$ cat src/rtl/data_memory.sv
`default_nettype none
// ============================================================================
// Module   : data_memory
// Brief    : Single-port-per-direction word memory with a zeroing INIT sweep,
//            write-first read forwarding and a sticky dropped-request flag.
// Revision : 1.0
// ============================================================================
module data_memory #(
    parameter int WORD_SIZE_P = 16,
    parameter int ELS_P       = 256
) (
    input  logic                   clk_i,
    input  logic                   reset_i,
    input  logic                   data_mem_w_v_i,
    input  logic [WORD_SIZE_P-1:0] data_mem_w_addr_i,
    input  logic [WORD_SIZE_P-1:0] data_mem_w_data_i,
    input  logic                   data_mem_r_v_i,
    input  logic [WORD_SIZE_P-1:0] data_mem_r_addr_i,
    output logic [WORD_SIZE_P-1:0] data_mem_r_data_o,
    output logic                   mem_ready_o,
    output logic                   mem_drop_o
);

    localparam int IDX_W = $clog2(ELS_P);
    localparam logic [IDX_W-1:0] LAST_IDX = IDX_W'(ELS_P - 1);

    typedef enum logic [0:0] {
        INIT  = 1'b0,
        READY = 1'b1
    } state_t;

    state_t           state;
    state_t           state_next;
    logic [IDX_W-1:0] init_cnt;
    logic [IDX_W-1:0] w_idx;
    logic [IDX_W-1:0] r_idx;
    logic             in_ready;
    logic             same_idx;

    logic [WORD_SIZE_P-1:0] mem [ELS_P];

    // Upper address bits are dropped by the cast, so accesses alias modulo ELS_P.
    assign w_idx    = IDX_W'(data_mem_w_addr_i);
    assign r_idx    = IDX_W'(data_mem_r_addr_i);
    assign in_ready = (state == READY);
    assign same_idx = (w_idx == r_idx);

    always_comb begin
        state_next = state;
        if (state == INIT && init_cnt == LAST_IDX) begin
            state_next = READY;
        end
    end

    always_ff @(posedge clk_i or negedge reset_i) begin
        if (!reset_i) begin
            state             <= INIT;
            init_cnt          <= '0;
            data_mem_r_data_o <= '0;
            mem_drop_o        <= 1'b0;
        end else begin
            state <= state_next;
            if (!in_ready) begin
                init_cnt <= init_cnt + 1'b1;
                if (data_mem_w_v_i || data_mem_r_v_i) begin
                    mem_drop_o <= 1'b1;
                end
            end else if (data_mem_r_v_i) begin
                // Write-first: a colliding write is forwarded to the read port.
                if (data_mem_w_v_i && same_idx) begin
                    data_mem_r_data_o <= data_mem_w_data_i;
                end else begin
                    data_mem_r_data_o <= mem[r_idx];
                end
            end
        end
    end

    // Array carries no reset; the INIT sweep establishes its contents.
    always_ff @(posedge clk_i) begin
        if (reset_i) begin
            if (!in_ready) begin
                mem[init_cnt] <= '0;
            end else if (data_mem_w_v_i) begin
                mem[w_idx] <= data_mem_w_data_i;
            end
        end
    end

    assign mem_ready_o = in_ready;

endmodule
`default_nettype wire

$ cat config.mk
export PLATFORM = sky130hd
export DESIGN_NAME = data_memory
export DESIGN_NICKNAME = d
export VERILOG_FILES = /design/src/rtl/data_memory.sv
export SDC_FILE = /design/constraint.sdc
export NUM_CORES = 2
export LEC_CHECK = 0
export ABC_CLOCK_PERIOD_IN_PS = 8500
export CAP_MARGIN = 20
export CORE_ASPECT_RATIO = 1.1
export CORE_UTILIZATION = 35
export DETAILED_ROUTE_END_ITERATION = 7
export DONT_BUFFER_PORTS = 1
export PLACE_DENSITY_LB_ADDON = 0.1
export SYNTH_ARGS = -nofsm -noshare
export SYNTH_HDL_FRONTEND = slang
export SYNTH_SLANG_ARGS = --single-unit
$ cat constraint.sdc
create_clock -name clk_i -period 8.5 [get_ports clk_i]
set_input_delay 1.7 -clock clk_i [delete_from_list [all_inputs] [get_ports clk_i]]
set_output_delay 1.7 -clock clk_i [all_outputs]
set_load 0.1 [all_outputs]
==> impl_metrics.toml <==
[outcome]
status = "finished, violations left"
violations = "slew limit"

[cts]
cts_root_buffer = "clkbuf_16"
clock-sinks = 4122
h-tree-depth = 5
insertion_delay_ns = 1.03
cts_buffers = 439
clkTransAtPathRegs_ns = 0.06
cts_setup_buffers = 0
cts_resized = 0
cts_hold_buf = 0
clk_path_buf_depth = 4
cts_tree = "built"

[timing]
fin_hold_ws_ns = 0.3751
setup_viol = 0
fmaxAchievable_ghz = 0.1479
worst-slew-pin-transition_ns = 1.598
fin_tns_setup_ns = 0
fin_crit_sh_pct = 79.53
finalHoldViolCount = 0
rsz0062_at_grt = "false"
finalClockSkew_ns = 0.07689
max_slew_margin_pct = -6.522
worst_slack_ns = 1.740
fin_crit_ns = 6.760
slew_violations = 56

[place]
dp_slack_ns = 0.9108
hpwlAfterDp_um = 259600
portBuffers = 0
gp_congestion = 0.7790

[yosys]
synthSimpleGateAreaFrac_pct = 2.258
ys_seq_elements = 4122
synth_mux_area_share_pct = 14.65
synth-xor-area-share_pct = 0.08280
ys_seq_area_share_pct = 77.93
syn_area_sq_mm = 0.1587
ys_warn_count = 0
syn_inst = 7435
synth_top_family_by_area = "multiplexers"
synthFlopType = "edfxtp_1"
synth_cell_types = 57
async_flop_share_pct = 0.6308
synth-edff-count = 4096
synthAdderAreaFrac_pct = 0.007886
postSynthAreaPerCell_sq_um = 21.34
syn_nets = 7488
synth_compound_area_share_pct = 3.393

[finish]
drive_gt1_share_pct = 24.00
nets = 7881
syn_to_final_growth_pct = 14.80

[critical_path]
endpoint_kind = "flop"
cp_slowest_stage_delay_ns = 0.98
startpoint_type = "primary input"
critical_path_buf_inv_count = 4
ff2ff_path_depth = 10
cp_max_fo = 150
critical_path_depth = 9
worstPathRequired_ns = 9.40
r2r_setup_slack_ns = 3.46
crit_slowest_cell = "a31oi_1"
cp_common_cell = "buf_16"
timing.rr.start = "mem_ready_o"
crit_chain = "buf_16 -> buf_16 -> buf_16 -> nor2b_2 -> buf_4 -> a22oi_1 -> a31oi_1 -> a31oi_1 -> o31ai_1"
path_class = "in -> reg"
critPathTopFamily = "buffers and inverters"
startpoint = "data_mem_r_addr_i[1]"
crit_arrival_ns = 7.66

[die]
core_area_sq_mm = 0.4500
die_area_sq_mm = 0.4560
die_w_um = 643.9
fp-row-count = 258
ios = 70
start_util_pct = 35.26
die_h_um = 708.1

[power]
vdd_drop_max_v = 0.0001770
power.density_mw_per_mm2 = 227.7
p_leak_nw = 47.45

[grt]
grt_pass1_wl_um = 630100
grt_pass1_vias = 77680
grt_usage_pct = 19.60
antenna_found_initial = 23
grt-ovfl-total = 0
grt_max_degree = 554

[routing]
drt-pass1-iter-count = 8
route.detailed.drc = 0
drt_first_iter_violations = 6856
vias = 76040
wirelength_um = 453000
wl_per_cell_um = 31.90
drtAntennaViolNets = 0
viasPerCell = 5.355

[hold_path]
min-delay-path-class = "in -> async"

[job]
maxCapViolations = 0
[cells in the final DEF, fill, tap and decap left out, drive strengths merged, types with 65 or more instances in the layout]
cell type	n
mux2i	593
buf	403
clkinv	204
a211oi	65
edfxtp	4096
nand2	85
a22oi	336
clkbuf	546
o22ai	112
nand4	67
mux4	768
nor2	279
[final cells by class]
class / count / area (sq um)
Inverter: 4 / 15.01
Multi-Input combinational cell: 2856 / 33110
Clock buffer: 544 / 11610
Antenna cell: 26 / 65.06
Timing Repair Buffer: 405 / 3928
Fill cell: 40000 / 267900
Clock inverter: 262 / 2281
Sequential cell: 4122 / 123600
Tap cell: 5980 / 7482
[cells by family after synthesis]
family	after synthesis
and+or+nand+nor	716
adders and majority gates	1
buffers and inverters	457
DFF	4122
muxes	1362
xor gates and xnor gates	15
AOI/OAI and AO/OA	762
[layer usage]
layer | share of wire [%] | track usage (%) | wire, um
met2 | 49 | 32.29 | 220700
met3 | 4.7 | 2.773 | 21140
met5 | 0.0044 | 0 | 20
met4 | 3.1 | 5.910 | 14220
met1 | 43 | 27.03 | 196900
[worst paths after layout]
kind                                               to
worst max-delay path            data_mem_r_data_o[13]
worst min-delay path            data_mem_r_data_o[14]
worst max register to register            mem[57][13]
worst min register to register            init_cnt[0]
max in group asynchronous                 mem_ready_o
min in group clk_i                        init_cnt[0]
[synthesized netlist by cell type, types with 4 or more instances]
cell      instances  area [sq um]
a211oi_1         65         488.0
a21oi_1          48         240.2
a22o_1           32         280.3
a22oi_1         336          2522
a311oi_1         15         131.4
a31oi_1          48         300.3
and2_1           38         237.7
and3_1           18         112.6
and4b_1           4         40.04
buf_1            11         41.29
buf_2           106         530.5
buf_4            92         690.7
buf_6            52         585.6
buf_8             4         60.06
clkbuf_1        181         679.4
clkbuf_4          7         52.55
dfrtp_1          26         650.6
edfxtp_1       4096        123000
mux2i_1         593          5936
mux4_2          768         17300
nand2_1          85         319.1
nand2b_1         21         131.4
nand3_1          29         145.1
nand3b_1         15         112.6
nand4_1          67         419.2
nor2_1          278          1044
nor2b_1          39         244.0
nor3_1           59         295.3
nor4_1           25         156.4
nor4b_2           4         60.06
nor4bb_1          6         60.06
o211ai_1          7         52.55
o21ai_0          27         135.1
o21ai_1          23         115.1
o221ai_1         16         140.1
o22ai_1         112         700.7
o311ai_1          7         61.31
o31ai_1          13         97.59
o41ai_1           9         78.83
or3_1            11         68.82
or4_1             8         60.06
xnor2_1          14         122.6
[metrics by stage]
stage / instance area [sq um] / cells / util, % / total power [mW]
6_report: 182100 / 14200 / 40.48 / 41.48
5_1_grt: 182100 / 14190 / 40.47 / 42.68
4_1_cts: 181700 / 14150 / 40.37 / 41.89
3_5_place_dp: 167800 / 13350 / 37.29 / 23.25
3_3_place_gp: 167400 / 13320 / 37.20 / 23.25
2_1_floorplan: 158700 / 7435 / - / 23.05
[sequential cells by signal (all words and copies together) (netlist names)]
name	cells
init_cnt	8
mem_drop_o	1
mem_ready_o	1
data_mem_r_data_o	16
mem	4096
[report_power, final]
group	switching [mW]	internal (mW)	leakage, nW	total (mW)
combinational	0.562	0.312	11.9	0.875
clock	8.05	10.5	6.81	18.6
sequential	0.000677	22.0	28.7	22.0
Note: power is estimated with default switching activity, not from simulation.
